### config.mk
export PLATFORM = sky130hd
export DESIGN_NAME = uart_rx_deframer
export DESIGN_NICKNAME = d
export VERILOG_FILES = /design/src/rtl/uart_rx_deframer.sv
export SDC_FILE = /design/constraint.sdc
export NUM_CORES = 1
export LEC_CHECK = 0
export CAP_MARGIN = 15
export CORE_UTILIZATION = 50
export CTS_CLUSTER_SIZE = 16
export DETAILED_ROUTE_END_ITERATION = 10
export PLACE_DENSITY_LB_ADDON = 0.12
export SYNTH_ARGS = -nofsm -noshare
export SYNTH_HDL_FRONTEND = slang
export SYNTH_SLANG_ARGS = --single-unit
### constraint.sdc
create_clock -name clk -period 5.55 [get_ports clk]
set_input_delay 0.8325 -clock clk [delete_from_list [all_inputs] [get_ports clk]]
set_output_delay 0.8325 -clock clk [all_outputs]
set_load 0.02 [all_outputs]
### src/rtl/uart_rx_deframer.sv
// uart_rx_deframer: splits a parallel UART frame into data/parity/stop fields,
// checks parity, framing and break, and queues {data, flags} in a show-ahead
// FIFO with a valid/ready consumer interface.
//
// Ports:
//   clk, rst_n            clock (rising edge), async active-low reset
//   frame_in, frame_valid complete frame and its one-cycle strobe
//   m_data, m_parity_err, m_frame_err, m_break, m_valid, m_ready
//                         head entry of the FIFO and handshake
//   overrun, clr_overrun  sticky drop indicator and its clear
//   level                 FIFO occupancy
//   frame_cnt, err_cnt    saturating accepted / errored frame counters
module uart_rx_deframer #(
    parameter int unsigned DATA_W     = 8,
    parameter int unsigned PARITY_EN  = 1,
    parameter int unsigned PARITY_ODD = 0,
    parameter int unsigned STOP_BITS  = 1,
    parameter int unsigned FIFO_DEPTH = 4,
    localparam int unsigned FRAME_W   = 1 + DATA_W + PARITY_EN + STOP_BITS,
    localparam int unsigned LVL_W     = $clog2(FIFO_DEPTH) + 1
) (
    input  logic               clk,
    input  logic               rst_n,
    input  logic [FRAME_W-1:0] frame_in,
    input  logic               frame_valid,
    output logic [DATA_W-1:0]  m_data,
    output logic               m_parity_err,
    output logic               m_frame_err,
    output logic               m_break,
    output logic               m_valid,
    input  logic               m_ready,
    output logic               overrun,
    input  logic               clr_overrun,
    output logic [LVL_W-1:0]   level,
    output logic [15:0]        frame_cnt,
    output logic [15:0]        err_cnt
);

    localparam int unsigned IDX_W = LVL_W - 1;
    localparam int unsigned ENT_W = DATA_W + 3;
    localparam logic [15:0] CNT_MAX = 16'hFFFF;

    // Entry layout: {data, parity_err, frame_err, break}
    logic [ENT_W-1:0]  mem_q [FIFO_DEPTH];
    logic [ENT_W-1:0]  head_q, head_d;
    logic [LVL_W-1:0]  wr_ptr_q, wr_ptr_d;
    logic [LVL_W-1:0]  rd_ptr_q, rd_ptr_d;
    logic [LVL_W-1:0]  level_q, level_d;
    logic              m_valid_q, m_valid_d;
    logic              overrun_q, overrun_d;
    logic [15:0]       frame_cnt_q, frame_cnt_d;
    logic [15:0]       err_cnt_q, err_cnt_d;

    logic [DATA_W-1:0] data_c;
    logic              par_bit_c;
    logic              parity_err_c;
    logic              stop_ok_c;
    logic              brk_c;
    logic              frame_err_c;
    logic [ENT_W-1:0]  entry_c;

    logic              empty_c;
    logic              full_c;
    logic              pop_c;
    logic              push_c;
    logic              drop_c;
    logic [IDX_W-1:0]  wr_idx_c;
    logic [IDX_W-1:0]  rd_next_idx_c;

    // Field decode and checks on the incoming frame
    always_comb begin
        data_c       = frame_in[DATA_W:1];
        par_bit_c    = (PARITY_EN != 0) ? frame_in[DATA_W+1] : 1'b0;
        parity_err_c = (PARITY_EN != 0) && ((^data_c) ^ par_bit_c ^ (PARITY_ODD != 0));
        stop_ok_c    = &frame_in[FRAME_W-1 -: STOP_BITS];
        brk_c        = (frame_in == '0);
        // An all-zero frame has a zero stop bit, so break implies framing error
        frame_err_c  = frame_in[0] | ~stop_ok_c | brk_c;
        entry_c      = {data_c, parity_err_c, frame_err_c, brk_c};
    end

    // FIFO control, head look-ahead, status and counters
    always_comb begin
        empty_c  = (wr_ptr_q == rd_ptr_q);
        full_c   = ((wr_ptr_q ^ rd_ptr_q) == {1'b1, {IDX_W{1'b0}}});
        pop_c    = ~empty_c & m_ready;
        push_c   = frame_valid & (~full_c | pop_c);
        drop_c   = frame_valid & full_c & ~pop_c;
        wr_idx_c = wr_ptr_q[IDX_W-1:0];

        wr_ptr_d = wr_ptr_q + LVL_W'(push_c);
        rd_ptr_d = rd_ptr_q + LVL_W'(pop_c);
        level_d  = wr_ptr_d - rd_ptr_d;
        m_valid_d = (wr_ptr_d != rd_ptr_d);
        rd_next_idx_c = rd_ptr_d[IDX_W-1:0];

        // Registered head: bypass the incoming entry when it lands at the
        // next head slot (only happens when the FIFO drains to it this cycle)
        if (push_c && (wr_idx_c == rd_next_idx_c)) begin
            head_d = entry_c;
        end else begin
            head_d = mem_q[rd_next_idx_c];
        end

        // Set has priority over clear
        overrun_d = drop_c | (overrun_q & ~clr_overrun);

        frame_cnt_d = frame_cnt_q;
        err_cnt_d   = err_cnt_q;
        if (push_c && (frame_cnt_q != CNT_MAX)) begin
            frame_cnt_d = frame_cnt_q + 16'd1;
        end
        if (push_c && (parity_err_c | frame_err_c) && (err_cnt_q != CNT_MAX)) begin
            err_cnt_d = err_cnt_q + 16'd1;
        end
    end

    // State registers
    always_ff @(posedge clk or negedge rst_n) begin
        if (!rst_n) begin
            for (int unsigned i = 0; i < FIFO_DEPTH; i++) begin
                mem_q[i] <= '0;
            end
            head_q      <= '0;
            wr_ptr_q    <= '0;
            rd_ptr_q    <= '0;
            level_q     <= '0;
            m_valid_q   <= 1'b0;
            overrun_q   <= 1'b0;
            frame_cnt_q <= '0;
            err_cnt_q   <= '0;
        end else begin
            if (push_c) begin
                mem_q[wr_idx_c] <= entry_c;
            end
            head_q      <= head_d;
            wr_ptr_q    <= wr_ptr_d;
            rd_ptr_q    <= rd_ptr_d;
            level_q     <= level_d;
            m_valid_q   <= m_valid_d;
            overrun_q   <= overrun_d;
            frame_cnt_q <= frame_cnt_d;
            err_cnt_q   <= err_cnt_d;
        end
    end

    assign m_data       = head_q[ENT_W-1:3];
    assign m_parity_err = head_q[2];
    assign m_frame_err  = head_q[1];
    assign m_break      = head_q[0];
    assign m_valid      = m_valid_q;
    assign overrun      = overrun_q;
    assign level        = level_q;
    assign frame_cnt    = frame_cnt_q;
    assign err_cnt      = err_cnt_q;

endmodule

==> results of run 1 <==
==> per-stage QoR <==
| stage | total power, mW | setup WS (ps) | util | hold WS, ps |
|---|---|---|---|---|
| after CTS | 3.13 | 2480 | 0.626 | 430 |
| after global placement | 2.59 | 2150 | 0.603 | 468 |
| after floorplan | 2.20 | 2740 | - | 445 |
| after detailed placement | 2.63 | 2110 | 0.603 | 472 |
| after global routing | 3.31 | 2300 | 0.626 | 438 |
| final | 3.09 | 2500 | 0.626 | 424 |
==> Yosys cell counts, types with 2 or more instances <==
library cell and n:
nand2b_1 3, and3_1 6, buf_4 5, nand3_1 23
inv_1 9, nor2_1 9, clkbuf_1 2, mux4_2 11
xor2_1 12, dfrtp_1 98, ha_1 8, nor2b_1 2
xnor2_1 27, and4_1 2, nor3b_1 2, nand2_1 11
a31oi_1 2, nand4_1 12, nor3_1 11, mux2_2 56
nor4_1 7, buf_2 3, a21oi_1 4
==> logic make-up after synthesis <==
| logic type | Yosys count |
|---|---|
| flops | 98 |
| compound gates | 11 |
| xor+xnor | 41 |
| simple gates | 90 |
| buf+inv | 20 |
| mux | 68 |
| fa+ha+maj | 9 |
==> final cells by class <==
type | instances | area [um2] | share of cell area
flip-flops and latches | 98 | 2450 | 0.447
multi-input cells | 219 | 1980 | 0.361
repair buffers | 69 | 673 | 0.123
well taps | 108 | 135 | 0.0246
clock buffers | 10 | 128 | 0.0233
clock inverters | 5 | 80.1 | 0.0146
inverters | 10 | 37.5 | 0.00684
==> worst max-delay path, stage by stage <==
cell and delay, ps:
clkdlybuf4s50_1 470, a21boi_0 170, ha_1 210, ha_1 720, xor2_1 130, nor3_1 160
buf_4 230, mux2_2 360
==> registers in the layout, indices dropped and copies added (netlist names) <==
name	cells
level	3
m_valid	1
overrun	1
frame_cnt	16
err_cnt	16
mem_q	44
wr_ptr_q	3
rd_ptr_q	3
head_q	11
==> per-layer routing <==
metal | GRT usage | routed length [um] | share of wire | up-vias
met5 | 0 | 0 | 0 | -
met4 | 0.0689 | 80 | 0.0094 | 0
met3 | 0.0353 | 289 | 0.034 | 7
met2 | 0.308 | 4140 | 0.49 | 60
met1 | 0.280 | 3970 | 0.47 | 1454
li1 | - | - | - | 1355
==> power by group through the flow <==
| stage | clock (mW) | combinational, mW | sequential (mW) |
|---|---|---|---|
| after floorplan | 0 | 0.921 | 1.28 |
| after global placement | 0 | 1.40 | 1.19 |
| after detailed placement | 0 | 1.44 | 1.20 |
| after CTS | 0.500 | 1.44 | 1.19 |
| after global routing | 0.530 | 1.56 | 1.22 |
| final | 0.482 | 1.42 | 1.18 |
==> final timing paths <==
kind | from | to | cells past startpoint
worst max-delay path | m_ready | head_q[5]$_DFF_PN0_ | 8
worst min-delay path | rst_n | level[2]$_DFF_PN0_ | 1
worst max register to register | wr_ptr_q[0]$_DFF_PN0_ | head_q[5]$_DFF_PN0_ | 9
worst min register to register | mem_q[1]$_DFFE_PN0P_ | mem_q[1]$_DFFE_PN0P_ | 2
max in group asynchronous | rst_n | mem_q[1]$_DFFE_PN0P_ | 2
min in group clk | mem_q[1]$_DFFE_PN0P_ | mem_q[1]$_DFFE_PN0P_ | 2
==> results.py, run 1 <==
metrics = {
    "cts": {
        "cts_buffers": 9,
        "cts_tree": "done",
        "cts_buffer_depth": 2,
        "insertion_delay_ps": 350,
        "cts_root_buffer": "clkbuf_8",
        "postCtsHoldBufs": 0,
        "cts.sinks": 98,
        "clk_transition_reported_paths_ps": 90,
        "h-tree-depth": 3,
        "postCtsResizedCells": 0,
        "post_cts_buffers": 0,
    },
    "grt": {
        "track_usage": 0.198,
        "overflow": 0,
        "grt_pass1_wl_um": 14700,
        "grt_pass1_vias": 2916,
        "grt_max_degree": 63,
        "antenna_found_initial": 0,
    },
    "finish": {
        "fin_nets": 432,
        "design_area_um2": 5490,
        "syn_to_final_growth_pct": 21.1,
        "final_common_cell": "dfrtp_1",
        "instances_no_fill": 519,
        "final_cell_mix": "dfrtp_1 (98), clkdlybuf4s50_1 (62), mux2_2 (56)",
        "num_antenna_cells": 0,
        "layout-drive-gt1-share": 0.226,
        "fill_cells": 706,
    },
    "timing": {
        "maxSlewHeadroom": 0.444,
        "fmax_mhz": 328,
        "post-route-min-period_ps": 3050,
        "setup_violations": 0,
        "finClkSkew_ps": 10.7,
        "report.final.slew_viol_count": 0,
        "fin_setup_tns_ps": 0,
        "worst_pin_slew_ps": 834,
        "rsz0062_at_grt": "false",
        "fin_crit_sh": 0.549,
        "hold_violations": 0,
    },
    "run": {
        "maxCapViolations": 0,
    },
    "critical_path": {
        "critPathKind": "in -> reg",
        "reg2reg_setup_slack_ps": 2650,
        "crit_arrival_ps": 3280,
        "worst-endpoint-required_ps": 5780,
        "crit_path_end_kind": "flip-flop",
        "start_kind": "primary input",
        "path_max_fanout": 15,
    },
    "power": {
        "irDropWorstVdd_mv": 0.263,
        "powerDensity_nw_per_um2": 562,
        "clockPowerShare": 0.156,
        "p_leak_nw": 2.28,
        "p_int_mw": 2.04,
        "p_sw_mw": 1.05,
        "p_comb_frac": 0.460,
        "switching_share": 0.340,
        "seq_power_share": 0.384,
    },
    "synth": {
        "synth_edf_count": 0,
        "syn_area_um2": 4530,
        "synth.largest_area_cell": "dfrtp_1",
        "ys_warn_count": 0,
        "synth-compound-area-share": 0.0202,
        "syn_nets": 362,
        "synth_mux_area_frac": 0.199,
        "synth_xor_area_frac": 0.0859,
        "synthArstFlopShare": 1.00,
        "synthSimpleGateAreaFrac": 0.106,
        "avgSynthCellArea_um2": 13.4,
        "yosys.area_share.adder": 0.0265,
        "yosys.cell_types.count": 35,
        "ys_seq_elements": 98,
        "synthFlopType": "dfrtp_1",
        "synth_cells": 337,
        "synth_top_family_by_area": "multiplexers",
        "yosys.area.top_type_share": 0.541,
        "synth_seq_area_share": 0.541,
        "synth_area_leaders": "dfrtp_1 (54%), mux2_2 (14%), mux4_2 (5.5%)",
    },
    "route": {
        "wirelength_um": 8480,
        "first_pass_iters": 4,
        "drtIter0Drc": 86,
        "vias": 2876,
        "viasPerCell": 5.54,
        "antenna_left": 0,
        "wl_per_cell_um": 16.3,
        "drcViolationCount": 0,
    },
    "placement": {
        "portBuffers": 63,
        "postPlaceCellArea_um2": 5280,
        "hpwl_um": 5770,
        "place_inst": 504,
        "gp_congestion": 0.769,
    },
    "floorplan": {
        "die_h_um": 97.2,
        "dieArea_um2": 9450,
        "start_util": 0.517,
        "ios": 64,
        "die_w_um": 97.2,
        "num_rows": 34,
        "core_um2": 8760,
    },
    "hold_path": {
        "hold_path_class": "in -> async",
    },
    "run_status": {
        "status": "completed",
    },
}
(Power assumes the default switching activity.)
==> run 2: changes to the inputs <==
--- a/config.mk
+++ b/config.mk
@@ -6,7 +6,7 @@
 export NUM_CORES = 1
 export LEC_CHECK = 0
 export CAP_MARGIN = 15
-export CORE_UTILIZATION = 50
+export CORE_UTILIZATION = 49
 export CTS_CLUSTER_SIZE = 16
 export DETAILED_ROUTE_END_ITERATION = 10
 export PLACE_DENSITY_LB_ADDON = 0.12
==> constraint.sdc (replaced) <==
create_clock -name clk -period 2.7 [get_ports clk]
set_input_delay 0.405 -clock clk [delete_from_list [all_inputs] [get_ports clk]]
set_output_delay 0.405 -clock clk [all_outputs]
set_load 0.02 [all_outputs]
==> results.py, run 2 (same netlist as run 1, synthesis figures left out) <==
metrics = {
    "power": {
        "p_int_mw": 4.15,
        "p_comb_frac": 0.487,
        "switching_share": 0.346,
        "clockPowerShare": 0.132,
        "p_leak_nw": 2.38,
        "irDropWorstVdd_mv": 0.579,
        "seq_power_share": 0.381,
        "total_power_mw": 6.34,
        "p_sw_mw": 2.19,
        "powerDensity_nw_per_um2": 1120,
    },
    "placement": {
        "portBuffers": 63,
        "gp_congestion": 0.810,
        "hpwl_um": 6230,
        "postPlaceCellArea_um2": 5470,
    },
    "timing": {
        "finClkSkew_ps": 11.0,
        "fin_crit_sh": 0.904,
        "fin_setup_tns_ps": 0,
        "setup_violations": 0,
        "fmax_mhz": 410,
        "report.final.slew_viol_count": 0,
        "worst_pin_slew_ps": 673,
        "post-route-min-period_ps": 2440,
        "rsz0062_at_grt": "false",
        "hold_violations": 0,
        "whs_ps": 88.0,
        "maxSlewHeadroom": 0.551,
    },
    "route": {
        "wirelength_um": 8910,
        "drtIter0Drc": 91,
        "viasPerCell": 5.35,
        "antenna_left": 0,
        "drcViolationCount": 3,
        "vias": 2914,
        "wl_per_cell_um": 16.3,
        "first_pass_iters": 9,
    },
    "floorplan": {
        "num_rows": 34,
        "ios": 64,
        "start_util": 0.512,
        "die_h_um": 98.2,
        "die_w_um": 98.2,
        "dieArea_um2": 9640,
        "core_um2": 8850,
    },
    "cts": {
        "cts_tree": "done",
        "post_cts_buffers": 0,
        "h-tree-depth": 3,
        "cts_buffer_depth": 2,
        "cts_buffers": 9,
        "postCtsHoldBufs": 0,
        "insertion_delay_ps": 350,
        "cts_root_buffer": "clkbuf_8",
        "cts.sinks": 98,
        "clk_transition_reported_paths_ps": 90,
        "postCtsResizedCells": 0,
    },
    "finish": {
        "num_antenna_cells": 0,
        "layout-drive-gt1-share": 0.270,
        "largest-register": "mem_q",
        "design_area_um2": 5640,
        "fin_nets": 457,
        "final_cell_mix": "dfrtp_1 (98), clkdlybuf4s50_1 (62), mux2_2 (56)",
        "syn_to_final_growth_pct": 24.5,
        "largest_register_ffs": 44,
        "final_common_cell": "dfrtp_1",
    },
    "critical_path": {
        "worst-endpoint-required_ps": 2930,
        "start_kind": "flip-flop",
        "crit_path_end_kind": "flip-flop",
        "critPathKind": "reg -> reg",
        "path_max_fanout": 11,
        "crit_arrival_ps": 2670,
    },
    "grt": {
        "grt_pass1_vias": 3039,
        "antenna_found_initial": 0,
        "track_usage": 0.202,
        "overflow": 0,
        "grt_max_degree": 54,
        "grt_pass1_wl_um": 15200,
    },
    "run_status": {
        "violations": "DRC",
        "status": "finished with violations",
    },
    "hold_path": {
        "hold_path_class": "in -> async",
    },
    "run": {
        "maxCapViolations": 0,
    },
}
==> run 2: cell count changes in the layout (fill, tap and decap cells not counted), sizes merged <==
| cell | change |
|---|---|
| buf | +25 |
| bufinv | -2 |
| clkinvlp | +1 |
| clkbuf | +2 |
==> run 2: final timing paths <==
check                                             to  cells past startpoint  slack [ps]             startpoint
min in group clk                mem_q[1]$_DFFE_PN0P_                      2         500   mem_q[1]$_DFFE_PN0P_
setup / recovery                head_q[10]$_DFF_PN0_                      9         260  wr_ptr_q[0]$_DFF_PN0_
hold reg to reg                 mem_q[1]$_DFFE_PN0P_                      2         500   mem_q[1]$_DFFE_PN0P_
setup reg to reg                head_q[10]$_DFF_PN0_                      9         260  wr_ptr_q[0]$_DFF_PN0_
max in group asynchronous  frame_cnt[15]$_DFFE_PN0P_                      2        1920                  rst_n
hold / removal                 wr_ptr_q[1]$_DFF_PN0_                      1          90                  rst_n
==> run 2: final cells by class <==
type	count	area [um2]
flip-flops and latches	98	2450
repair buffers	94	861
well taps	108	135
inverters	10	37.5
fillers	714	3210
multi-input cells	219	1980
clock inverters	4	27.5
clock buffers	12	145
==> run 2: power by group through the flow <==
stage | Clock [mW] | Combinational [mW] | Sequential [mW]
finish | 0.839 | 3.08 | 2.42
global route | 0.936 | 3.34 | 2.49
CTS | 0.881 | 3.13 | 2.42
detailed placement | 0 | 3.12 | 2.44
global placement | 0 | 3.05 | 2.43
floorplan | 0 | 1.90 | 2.63
==> run 2: critical path, cell delays in order, from the launching register on <==
cell and delay (ps):
dfrtp_1 400, xor2_1 290, nor2_1 120, a21boi_0 200
ha_1 180, ha_1 250, xor2_1 160, nor3_1 130
buf_4 240, mux2_2 350
==> run 2: per-layer routing <==
layer  vias up  wire length [um]  global-route usage
met3         9               194              0.0272
met1      1461              4320               0.282
met2        47              4290               0.327
li1       1397                 -                   -
met5         -                 0                   0
met4         0               109              0.0700
==> run 2: through the flow <==
step	std cells	utilization	setup WS (ps)
after CTS	545	0.637	211
after global placement	529	0.618	115
after detailed placement	529	0.618	45.8
final	545	0.637	260
after floorplan	337	-	184
after global routing	545	0.637	59.9
==> run 3: changes to the inputs <==
--- a/config.mk
+++ b/config.mk
@@ -5,10 +5,11 @@
 export SDC_FILE = /design/constraint.sdc
 export NUM_CORES = 1
 export LEC_CHECK = 0
-export CAP_MARGIN = 15
+export CAP_MARGIN = 20
 export CORE_UTILIZATION = 49
 export CTS_CLUSTER_SIZE = 16
 export DETAILED_ROUTE_END_ITERATION = 10
+export GPL_ROUTABILITY_DRIVEN = 0
 export PLACE_DENSITY_LB_ADDON = 0.12
 export SYNTH_ARGS = -nofsm -noshare
 export SYNTH_HDL_FRONTEND = slang
==> results of run 3 <==
No change in the layout: final DEF, timing and power equal those of run 2.
